## src/rtl/instruction_fetch_pkg.sv

```systemverilog
// Shared definitions for the instruction fetch stage.
// Holds the FSM state encoding, the reset PC and NOP defaults and the PC
// increment. Decode and the testbench import the same package so the
// constants stay consistent across the pipeline.
package instruction_fetch_pkg;

  typedef enum logic [2:0] {
    ST_BOOT  = 3'd0,
    ST_REQ   = 3'd1,
    ST_WAIT  = 3'd2,
    ST_HOLD  = 3'd3,
    ST_FAULT = 3'd4
  } fetch_state_t;

  localparam logic [31:0] RESET_PC  = 32'h0040_0000;
  localparam logic [31:0] NOP_INSTR = 32'h0000_0013;  // addi x0,x0,0
  localparam logic [31:0] PC_INCR   = 32'd4;

  // A redirect target is usable only if it is word aligned.
  function automatic logic is_aligned(input logic [31:0] addr);
    return addr[1:0] == 2'b00;
  endfunction

endpackage

```

## src/rtl/instruction_fetch_if.sv

```systemverilog
// Instruction memory bus: valid/ready request channel plus a valid-only
// response channel.
//   master (fetch side): drives imem_req_valid, imem_addr;
//                        receives imem_req_ready, imem_rsp_valid, imem_rdata.
//   slave (memory side): the mirror image.
interface instruction_fetch_if;
  logic        imem_req_valid;
  logic        imem_req_ready;
  logic [31:0] imem_addr;
  logic        imem_rsp_valid;
  logic [31:0] imem_rdata;

  modport master (
    output imem_req_valid,
    output imem_addr,
    input  imem_req_ready,
    input  imem_rsp_valid,
    input  imem_rdata
  );

  modport slave (
    input  imem_req_valid,
    input  imem_addr,
    output imem_req_ready,
    output imem_rsp_valid,
    output imem_rdata
  );
endinterface

```

## src/rtl/instruction_fetch_pc_register.sv

```systemverilog
// Program counter register.
// Ports: clk, reset (async, active-high, loads INIT), load (enable),
//        d (next PC), q (current PC).
// The choice of next PC is made by the fetch stage; this block only stores it.
module pc_register
  import instruction_fetch_pkg::*;
#(
  parameter logic [31:0] INIT = RESET_PC
) (
  input  logic        clk,
  input  logic        reset,
  input  logic        load,
  input  logic [31:0] d,
  output logic [31:0] q
);

  always_ff @(posedge clk or posedge reset) begin
    if (reset) begin
      q <= INIT;
    end else if (load) begin
      q <= d;
    end
  end

endmodule

```

## src/rtl/instruction_fetch.sv

```systemverilog
// Instruction fetch stage: issues one request at a time to instruction
// memory, holds the returned word with its PC and PC+4 for decode, follows
// redirects from execute and waits while downstream stalls.
// Ports:
//   clk, reset            clock, asynchronous active-high reset
//   imem                  instruction memory bus (master side)
//   redirect_valid/target branch or jump from execute (one-cycle pulse)
//   stall                 downstream cannot take the held instruction
//   instr_valid, instr, instr_pc, instr_pc_plus4   held instruction
//   fetch_fault           sticky: a misaligned redirect target was seen
// All outputs come straight from registers.
module instruction_fetch
  import instruction_fetch_pkg::*;
#(
  parameter logic [31:0] BOOT_PC = RESET_PC
) (
  input  logic                       clk,
  input  logic                       reset,
  instruction_fetch_if.master        imem,
  input  logic                       redirect_valid,
  input  logic [31:0]                redirect_target,
  input  logic                       stall,
  output logic                       instr_valid,
  output logic [31:0]                instr,
  output logic [31:0]                instr_pc,
  output logic [31:0]                instr_pc_plus4,
  output logic                       fetch_fault
);

  fetch_state_t state_reg, state_next;

  logic        discard_reg, discard_next;
  logic        fault_reg, fault_next;
  logic        req_valid_reg, req_valid_next;
  logic        instr_valid_reg, instr_valid_next;
  logic [31:0] instr_reg, instr_next;
  logic [31:0] instr_pc_reg, instr_pc_next;
  logic [31:0] plus4_reg, plus4_next;

  logic [31:0] pc;
  logic        pc_load;
  logic [31:0] pc_d;

  // Once a fault is pending (draining the last response) further redirects
  // are meaningless and are ignored.
  logic redir_ok, redir_bad;
  assign redir_ok  = redirect_valid && is_aligned(redirect_target) && !fault_reg;
  assign redir_bad = redirect_valid && !is_aligned(redirect_target) && !fault_reg;

  pc_register #(.INIT(BOOT_PC)) u_pc (
    .clk   (clk),
    .reset (reset),
    .load  (pc_load),
    .d     (pc_d),
    .q     (pc)
  );

  // State register
  always_ff @(posedge clk or posedge reset) begin
    if (reset) begin
      state_reg <= ST_BOOT;
    end else begin
      state_reg <= state_next;
    end
  end

  // Next-state logic
  always_comb begin
    state_next = state_reg;
    case (state_reg)
      ST_BOOT: state_next = ST_REQ;
      ST_REQ: begin
        if (redir_bad) begin
          state_next = ST_FAULT;
        end else if (imem.imem_req_ready) begin
          state_next = ST_WAIT;
        end
      end
      ST_WAIT: begin
        // Without a response we stay here, even with a bad redirect: the
        // outstanding word has to drain before the fetch unit goes quiet.
        if (imem.imem_rsp_valid) begin
          if (fault_reg || redir_bad) begin
            state_next = ST_FAULT;
          end else if (discard_reg || redir_ok) begin
            state_next = ST_REQ;
          end else begin
            state_next = ST_HOLD;
          end
        end
      end
      ST_HOLD: begin
        if (redir_bad) begin
          state_next = ST_FAULT;
        end else if (redir_ok || !stall) begin
          state_next = ST_REQ;
        end
      end
      ST_FAULT: state_next = ST_FAULT;
      default:  state_next = ST_BOOT;
    endcase
  end

  // Output / datapath next values
  always_comb begin
    discard_next     = discard_reg;
    fault_next       = fault_reg;
    instr_valid_next = instr_valid_reg;
    instr_next       = instr_reg;
    instr_pc_next    = instr_pc_reg;
    plus4_next       = plus4_reg;
    pc_load          = 1'b0;
    pc_d             = pc + PC_INCR;

    case (state_reg)
      ST_REQ: begin
        if (redir_bad) begin
          fault_next = 1'b1;
        end else begin
          if (redir_ok) begin
            pc_load = 1'b1;
            pc_d    = redirect_target;
          end
          // An accepted request in the redirect cycle used the old address,
          // so its word must be thrown away.
          if (imem.imem_req_ready) begin
            discard_next = redir_ok;
          end
        end
      end
      ST_WAIT: begin
        if (redir_bad) begin
          fault_next   = 1'b1;
          discard_next = 1'b1;
        end else if (redir_ok) begin
          pc_load      = 1'b1;
          pc_d         = redirect_target;
          discard_next = 1'b1;
        end
        if (imem.imem_rsp_valid && !discard_reg && !fault_reg && !redir_ok && !redir_bad) begin
          instr_valid_next = 1'b1;
          instr_next       = imem.imem_rdata;
          instr_pc_next    = pc;
          plus4_next       = pc + PC_INCR;
        end
      end
      ST_HOLD: begin
        if (redir_bad) begin
          fault_next       = 1'b1;
          instr_valid_next = 1'b0;
          instr_next       = NOP_INSTR;
        end else if (redir_ok) begin
          // Redirect wins over stall: the held instruction is squashed.
          pc_load          = 1'b1;
          pc_d             = redirect_target;
          instr_valid_next = 1'b0;
          instr_next       = NOP_INSTR;
        end else if (!stall) begin
          pc_load          = 1'b1;
          instr_valid_next = 1'b0;
          instr_next       = NOP_INSTR;
        end
      end
      default: begin
      end
    endcase

    req_valid_next = (state_next == ST_REQ);
  end

  // Output registers
  always_ff @(posedge clk or posedge reset) begin
    if (reset) begin
      discard_reg     <= 1'b0;
      fault_reg       <= 1'b0;
      req_valid_reg   <= 1'b0;
      instr_valid_reg <= 1'b0;
      instr_reg       <= NOP_INSTR;
      instr_pc_reg    <= BOOT_PC;
      plus4_reg       <= BOOT_PC + PC_INCR;
    end else begin
      discard_reg     <= discard_next;
      fault_reg       <= fault_next;
      req_valid_reg   <= req_valid_next;
      instr_valid_reg <= instr_valid_next;
      instr_reg       <= instr_next;
      instr_pc_reg    <= instr_pc_next;
      plus4_reg       <= plus4_next;
    end
  end

  assign imem.imem_req_valid = req_valid_reg;
  assign imem.imem_addr      = pc;
  assign instr_valid         = instr_valid_reg;
  assign instr               = instr_reg;
  assign instr_pc            = instr_pc_reg;
  assign instr_pc_plus4      = plus4_reg;
  assign fetch_fault         = fault_reg;

endmodule

```

## src/flat_wrapper.sv

```systemverilog
// flat-port wrapper written by rule: the top's interface ports become plain ports
module instruction_fetch_flat import instruction_fetch_pkg::*;
#(
  parameter logic [31:0] BOOT_PC = RESET_PC
)
  (clk, reset, redirect_valid, redirect_target, stall, instr_valid, instr, instr_pc, instr_pc_plus4, fetch_fault, imem_imem_req_valid, imem_imem_addr, imem_imem_req_ready, imem_imem_rsp_valid, imem_imem_rdata);
  instruction_fetch_if imem_i ();
  input  logic clk;
  input  logic reset;
  input  logic redirect_valid;
  input  logic [31:0] redirect_target;
  input  logic stall;
  output logic instr_valid;
  output logic [31:0] instr;
  output logic [31:0] instr_pc;
  output logic [31:0] instr_pc_plus4;
  output logic fetch_fault;
  output wire logic [$bits(imem_i.imem_req_valid)-1:0] imem_imem_req_valid;
  output wire logic [$bits(imem_i.imem_addr)-1:0] imem_imem_addr;
  input wire logic [$bits(imem_i.imem_req_ready)-1:0] imem_imem_req_ready;
  input wire logic [$bits(imem_i.imem_rsp_valid)-1:0] imem_imem_rsp_valid;
  input wire logic [$bits(imem_i.imem_rdata)-1:0] imem_imem_rdata;
  assign imem_imem_req_valid = imem_i.imem_req_valid;
  assign imem_imem_addr = imem_i.imem_addr;
  assign imem_i.imem_req_ready = imem_imem_req_ready;
  assign imem_i.imem_rsp_valid = imem_imem_rsp_valid;
  assign imem_i.imem_rdata = imem_imem_rdata;
  instruction_fetch #(.BOOT_PC(BOOT_PC)) u_core (.clk(clk), .reset(reset), .imem(imem_i), .redirect_valid(redirect_valid), .redirect_target(redirect_target), .stall(stall), .instr_valid(instr_valid), .instr(instr), .instr_pc(instr_pc), .instr_pc_plus4(instr_pc_plus4), .fetch_fault(fetch_fault));
endmodule
```

## config.mk

```make
export PLATFORM = sky130hd
export DESIGN_NAME = instruction_fetch_flat
export DESIGN_NICKNAME = d
export VERILOG_FILES = /design/src/rtl/instruction_fetch_pkg.sv /design/src/rtl/instruction_fetch_if.sv /design/src/rtl/instruction_fetch_pc_register.sv /design/src/rtl/instruction_fetch.sv /design/src/flat_wrapper.sv
export SDC_FILE = /design/constraint.sdc
export NUM_CORES = 1
export LEC_CHECK = 0
export CAP_MARGIN = 30
export CORE_ASPECT_RATIO = 0.5
export CORE_MARGIN = 3
export CORE_UTILIZATION = 40
export CTS_CLUSTER_DIAMETER = 100
export DETAILED_ROUTE_END_ITERATION = 16
export GPL_TIMING_DRIVEN = 0
export HOLD_SLACK_MARGIN = 0.15
export PLACE_DENSITY = 0.82
export SYNTH_ARGS = -nofsm -noshare
export SYNTH_HDL_FRONTEND = slang
export SYNTH_SLANG_ARGS = --single-unit
```

## constraint.sdc

```tcl
create_clock -name clk -period 4.6 [get_ports clk]
set_clock_uncertainty 0.15 [all_clocks]
set_input_delay 0.92 -clock clk [delete_from_list [all_inputs] [get_ports clk]]
set_output_delay 0.92 -clock clk [all_outputs]
set_load 0.05 [all_outputs]
```

Word level (Yosys, flattened, before mapping)
Cells that the tools add are included.
Word-level totals
  register bits after elaboration: 135
  bits in latches: 0
  memory bits (writable): 0
  ROM bits: 0
  bits of input ports: 70
  output and inout port bits: 131
  logic and storage cells: 79
  memories kept: 0
Cells by class
  add/subtract/negate cells: 1
  $mul: 0
  divide/modulo/power cells: 0
  $lt $le $gt $ge: 0
  eq/ne operators: 10
  shifts and indexed selects: 0
  muxes and demuxes: 32
  bitwise gates (word level): 0
  reduce and logical (&&, ||, !) cells: 27
Operators by type and width (count)
  32-bit 2-to-1 mux: 7
  32-bit one-hot mux with 2 select lines: 1
  32-bit by 3-bit adder with 32-bit output, second input constant: 1
  3-bit 2-to-1 mux: 6
  3-bit one-hot mux with 5 select lines: 1
  1-bit 2-to-1 mux: 13
  1-bit logical AND: 8
  3-bit by 1-bit equality test with 1-bit output, second input constant: 2
  3-bit by 2-bit equality test with 1-bit output, second input constant: 2
  1-bit zero test: 6
  1-bit one-hot mux with 2 select lines: 3
  2-bit inequality test, second input constant: 2
  4-bit by 2-bit inequality test with 1-bit output, second input constant: 1
  2-bit AND reduction: 2
  4-bit AND reduction: 1
  2-bit nonzero test: 2
  3-bit equality test, second input constant: 1
  3-bit zero test: 1
  1-bit logical OR: 3
  3-bit by 1-bit inequality test with 1-bit output, second input constant: 1
  3-bit AND reduction: 1
  3-bit OR reduction: 1
  2-bit zero test: 1
  2-bit 2-to-1 mux: 1
  other kinds (2): 2

Depth between registers and ports, before layout
  word-level depth: 9
  mapped depth: 8
  gate-level depth less buffers: 6

Modules after synthesis
A second synthesis with hierarchy kept.
Second synthesis, totals
  cells, all modules: 568
  area total of the unflattened synthesis: 6233.5 µm²
By module, submodules not included
  instruction_fetch: instances 1, cells each 499, area an instance 4883.4 µm², seq. area each 2534.9 µm²
  pc_register: instances 1, cells each 69, area an instance 1350.0 µm², seq. area each 802.0 µm²

Worst setup path before layout
No wires, ideal clock.
  path kind: input to register
  from: in redirect_target[1]
  to: reg u_core.u_pc.q[8]
  setup time: 162 ps
  arrival: 2276 ps
  required time: 4288 ps
  path slack: 2012 ps
  stages: 7
  path buffers: 3
  cell sequence: or2_2 -> or4_1 -> buf_2 -> nand3_2 -> buf_4 -> buf_2 -> o311ai_0
Between the ends
  cells in the longest elaborated chain, start to end: 6
  elaborated cells between the ends (all ways): 14
  classes of those cells: mux: 8; reduce/logical: 6
Ends and longest elaborated chain
  start: declaration: RTL line flat_wrapper.sv:11  | input logic [31:0] redirect_target;
  2-bit zero test *: RTL line instruction_fetch_pkg.sv:21  | return addr[1:0] == 2'b00;
  1-bit logical AND / 1-bit zero test (equally long branches): RTL line instruction_fetch.sv:47, instruction_fetch.sv:48
  1-bit logical AND, on equally long branches: RTL line instruction_fetch.sv:47, instruction_fetch.sv:48
  1-bit 2-to-1 mux, or another cell as far along: RTL line instruction_fetch.sv:152  | end else if (redir_ok) begin
  1-bit 2-to-1 mux, or another cell as far along: RTL line instruction_fetch.sv:148  | if (redir_bad) begin
  1-bit one-hot mux with 2 select lines / 32-bit 2-to-1 mux (equally long branches)
  end signal: assignment: RTL line instruction_fetch_pc_register.sv:19  | q <= INIT;
  end signal: assignment: RTL line instruction_fetch_pc_register.sv:21  | q <= d;
  end: declaration: RTL line instruction_fetch_pc_register.sv:14  | output logic [31:0] q
Mark *: on every way between the ends. The rest lies on a longest branch, timed or not.
A chain may end at the register's enable or synchronous reset.

Final worst setup path
  from: in redirect_valid
  to: reg u_core.plus4_reg[25] (netlist: u_core.instr_pc_plus4[25])
Between the ends
  cells in the longest elaborated chain, start to end: 6
  elaborated cells between the ends (all ways): 9
  classes of those cells: reduce/logical: 9
Ends and longest elaborated chain
  start: declaration: RTL line flat_wrapper.sv:10  | input logic redirect_valid;
  1-bit logical AND (2 in series): RTL line instruction_fetch.sv:47  | assign redir_ok = redirect_valid && is_aligned(redirect_target) && !fault_reg;
  1-bit zero test: RTL line instruction_fetch.sv:140  | if (imem.imem_rsp_valid && !discard_reg && !fault_reg && !redir_ok && !redir_bad) begin
  1-bit logical AND: RTL line instruction_fetch.sv:140
  1-bit logical AND *: RTL line instruction_fetch.sv:140
  2-bit AND reduction (no source line) *
  end signal: assignment: RTL line instruction_fetch.sv:180  | plus4_reg <= BOOT_PC + PC_INCR;
  end signal: assignment: RTL line instruction_fetch.sv:188  | plus4_reg <= plus4_next;
  end: declaration: RTL line instruction_fetch.sv:38  | logic [31:0] plus4_reg, plus4_next;
Marks and branches as above.

==> flow_summary_export.csv <==
group,metric,value,unit
finish,fin_area,9095,um2
yosys,async_flop_share,100.0,%
global_routing,grt_first_pass_wirelength,32730,um
global_routing,grt_pass1_vias,6015,
floorplanning,fp.dieH,93.53,um
timing,maxSlewViolCount,0,
worst_setup_path,cp.arrival,3.43,ns
timing,rsz0062_at_grt,"no",
place,place_hpwl,14480,um
timing,slew_headroom,54.13,%
pwr,pwr-share-clk,41.6,%
route,viasPerCell,5.641,
clock_network,cts_tree,"built",
pwr,netSwitchingFraction,31.56,%
yosys,synth-compound-area-share,16.70,%
clock_network,h-tree-depth,4,
yosys,ys_warn_count,0,
global_routing,grt_max_degree,43,
timing,worst_slew_pin_slew,0.6785,ns
worst_setup_path,cp.required,4.70,ns
yosys,synth.net_count,710,
yosys,netlist_area,6128,um2
floorplanning,rows,31,
route,routedWlPerCell,19.06,um
yosys,synth_top_area_share,51.45,%
timing,period_share,72.31,%
finish,antenna_cells,0,
clock_network,ctsHoldBuffers,0,
yosys,synth_top_family_by_area,"simple AND/OR/NAND/NOR gates",
yosys,avgSynthCellArea,9.591,um2
clock_network,post-cts-setup-buffers,0,
run_status,status,"completed",
pwr,p_sw,1150,uW
floorplanning,start_util,41.58,%
worst_setup_path,worstPathCellList,"clkdlybuf4s50_1, nor4b_1, nand2_1, clkbuf_1, clkbuf_1, nand2_1, o21ai_0",
pwr,irDropWorstVdd,307.0,uV
flow_run,drv_cap,0,
clock_network,numCtsBuffers,17,
floorplanning,dieArea,16930,um2
finish,drive_gt1_share,8.696,%
route,via_count,6047,
yosys,yosys.area_share.simple,20.64,%
place,placed_area,8442,um2
clock_network,clk_latency,0.41,ns
timing,setup_viol_count_final,0,
worst_setup_path,crit_type,"in2reg",
yosys,synth_top_flop_cell,"dfrtp_1",
yosys,ys_seq_elements,133,
pwr,p_int,2493,uW
yosys,synth_common_cells,"nand2_1, dfrtp_1, o21ai_0, a22o_1, clkbuf_1",
timing,fmaxAchievable,0.3006,GHz
clock_network,cts_resized,0,
yosys,yosysUniqueCellTypes,52,
yosys,synth_top_cell_by_area,"dfrtp_1",
timing,layout_min_cycle_time,3.326,ns
hold_path,min_path_type,"reg2reg",
pwr,seqPwrFrac,36.0,%
worst_setup_path,cp_max_fo,10,
route,drc_errors,0,
yosys,synth_edf_count,0,
yosys,synthCells,639,
finish,layout.nets,932,
place,gp_congestion,0.8913,
timing,hold_violations,0,
worst_setup_path,slowest_delay,0.66,ns
finish,syn2layout_area_growth,48.41,%
clock_network,cts_root_buf,"clkbuf_16",
clock_network,cts_buffer_depth,2,
yosys,synthMuxAreaShare,0,%
place,port_buffers,200,
worst_setup_path,slowest_stage,"nor4b_1",
finish,post-route-util,61.71,%
clock_network,clock-sinks,133,
pwr,power.leakage,0.003878,uW
clock_network,clk_pin_slew,0.06,ns
floorplanning,die_w,181.1,um
yosys,synth_xor_area_share,3.716,%
pwr,p_comb_share,22.4,%
route,drt_iter0_drc,552,
route,first_pass_iters,5,
yosys,post-synth-top-count-cell,"nand2_1",
worst_setup_path,endpoint_kind,"flop",
route,totalWireLength,20440,um
yosys,synthAdderAreaFrac,0.2042,%
floorplanning,ios,201,
pwr,power.density,400.5,nW/um2
yosys,seq_area_frac_synth,54.45,%
yosys,ys_top_cells_by_area,"dfrtp_1, nand2_1, a22o_1",
route,ant_nets,0,
global_routing,grt_usage,24.36,%
timing,final.setup.tns,0,ns
worst_setup_path,start_kind,"input pin",
floorplanning,core,14740,um2
global_routing,antenna_found_initial,0,
global_routing,grt_overflow,0,
pwr,fin_total_pwr,3643,uW
-- worst max-delay path: cells and delay by family --
kind / cells / cell delay (ns)
AOI/OAI and AO/OA: 1 / 0.12
buffers and inverters: 3 / 1.24
and+or+nand+nor: 3 / 1.14
-- power by group through the flow --
stage	clock, uW	combinational (uW)	sequential, uW
final	1520	817	1310
after global routing	1580	873	1320
after CTS	1530	812	1310
after detailed placement	0	805	1330
after global placement	0	783	1330
after floorplan	0	346	1490
-- placed cells by master (no fill, tap or decap), types with 11 or more instances in the layout --
| master | instances |
|---|---|
| clkbuf_1 | 26 |
| clkbuf_16 | 17 |
| o21ai_0 | 50 |
| nand3_1 | 19 |
| xnor2_1 | 14 |
| o311ai_0 | 11 |
| clkdlybuf4s50_1 | 200 |
| dfrtp_1 | 126 |
| nand2_1 | 157 |
| buf_2 | 18 |
| a21oi_1 | 13 |
| xor2_1 | 12 |
| nor2_1 | 24 |
| nand4_1 | 12 |
| a22o_1 | 29 |
-- per-stage QoR --
| step | setup WS [ns] | cells | hold slack (ns) |
|---|---|---|---|
| 2_1_floorplan | 1.885 | 639 | 0.3007 |
| 3_3_place_gp | 0.7354 | 1037 | 0.2990 |
| 3_5_place_dp | 0.9886 | 1040 | 0.3007 |
| 4_1_cts | 1.369 | 1072 | 0.3104 |
| 5_1_grt | 1.271 | 1072 | 0.3326 |
| 6_report | 1.274 | 1072 | 0.3087 |
-- cells by family (layout without fill, tap and decap cells) --
group	after synthesis	count (layout)
xor gates and xnor gates	26	26
adders and majority gates	1	1
DFF	133	133
and+or+nand+nor	271	271
buffers and inverters	60	295
AOI/OAI and AO/OA	148	148
-- path summary, 6_finish.rpt --
check	from	endpoint	slack, ns	cells after the start
min in group asynchronous	reset	u_core.instr[24]	0.80	2
max in group asynchronous	reset	u_core.instr_pc[22]	2.58	4
worst min register to register	u_core.instr_pc[22]	u_core.instr_pc[22]	0.31	2
worst max-delay path	redirect_valid	u_core.instr_pc_plus4[25]	1.27	7
worst max register to register	u_core.fetch_fault	u_core.instr_pc_plus4[25]	1.88	6
worst min-delay path	u_core.instr_pc[22]	u_core.instr_pc[22]	0.31	2
-- final cells by class --
class                           count  area, um2
Clock buffer                       18      429.2
Multi-Input combinational cell    446       2529
Timing Repair Buffer              203       2062
Sequential cell                   133       3337
Tap cell                          198      247.7
Clock inverter                     14      224.0
Inverter                           11      45.04
Buffer                             49      221.5
Fill cell                        1158       5644
-- layer usage --
layer,share of wire [%],vias up,track usage [%]
met4,3.7,0,10.70
met5,0,-,0
met2,47,343,40.61
li1,-,2697,-
met3,8.8,74,5.828
met1,40,2933,30.62
No activity file was read; power rests on OpenSTA's default activity.
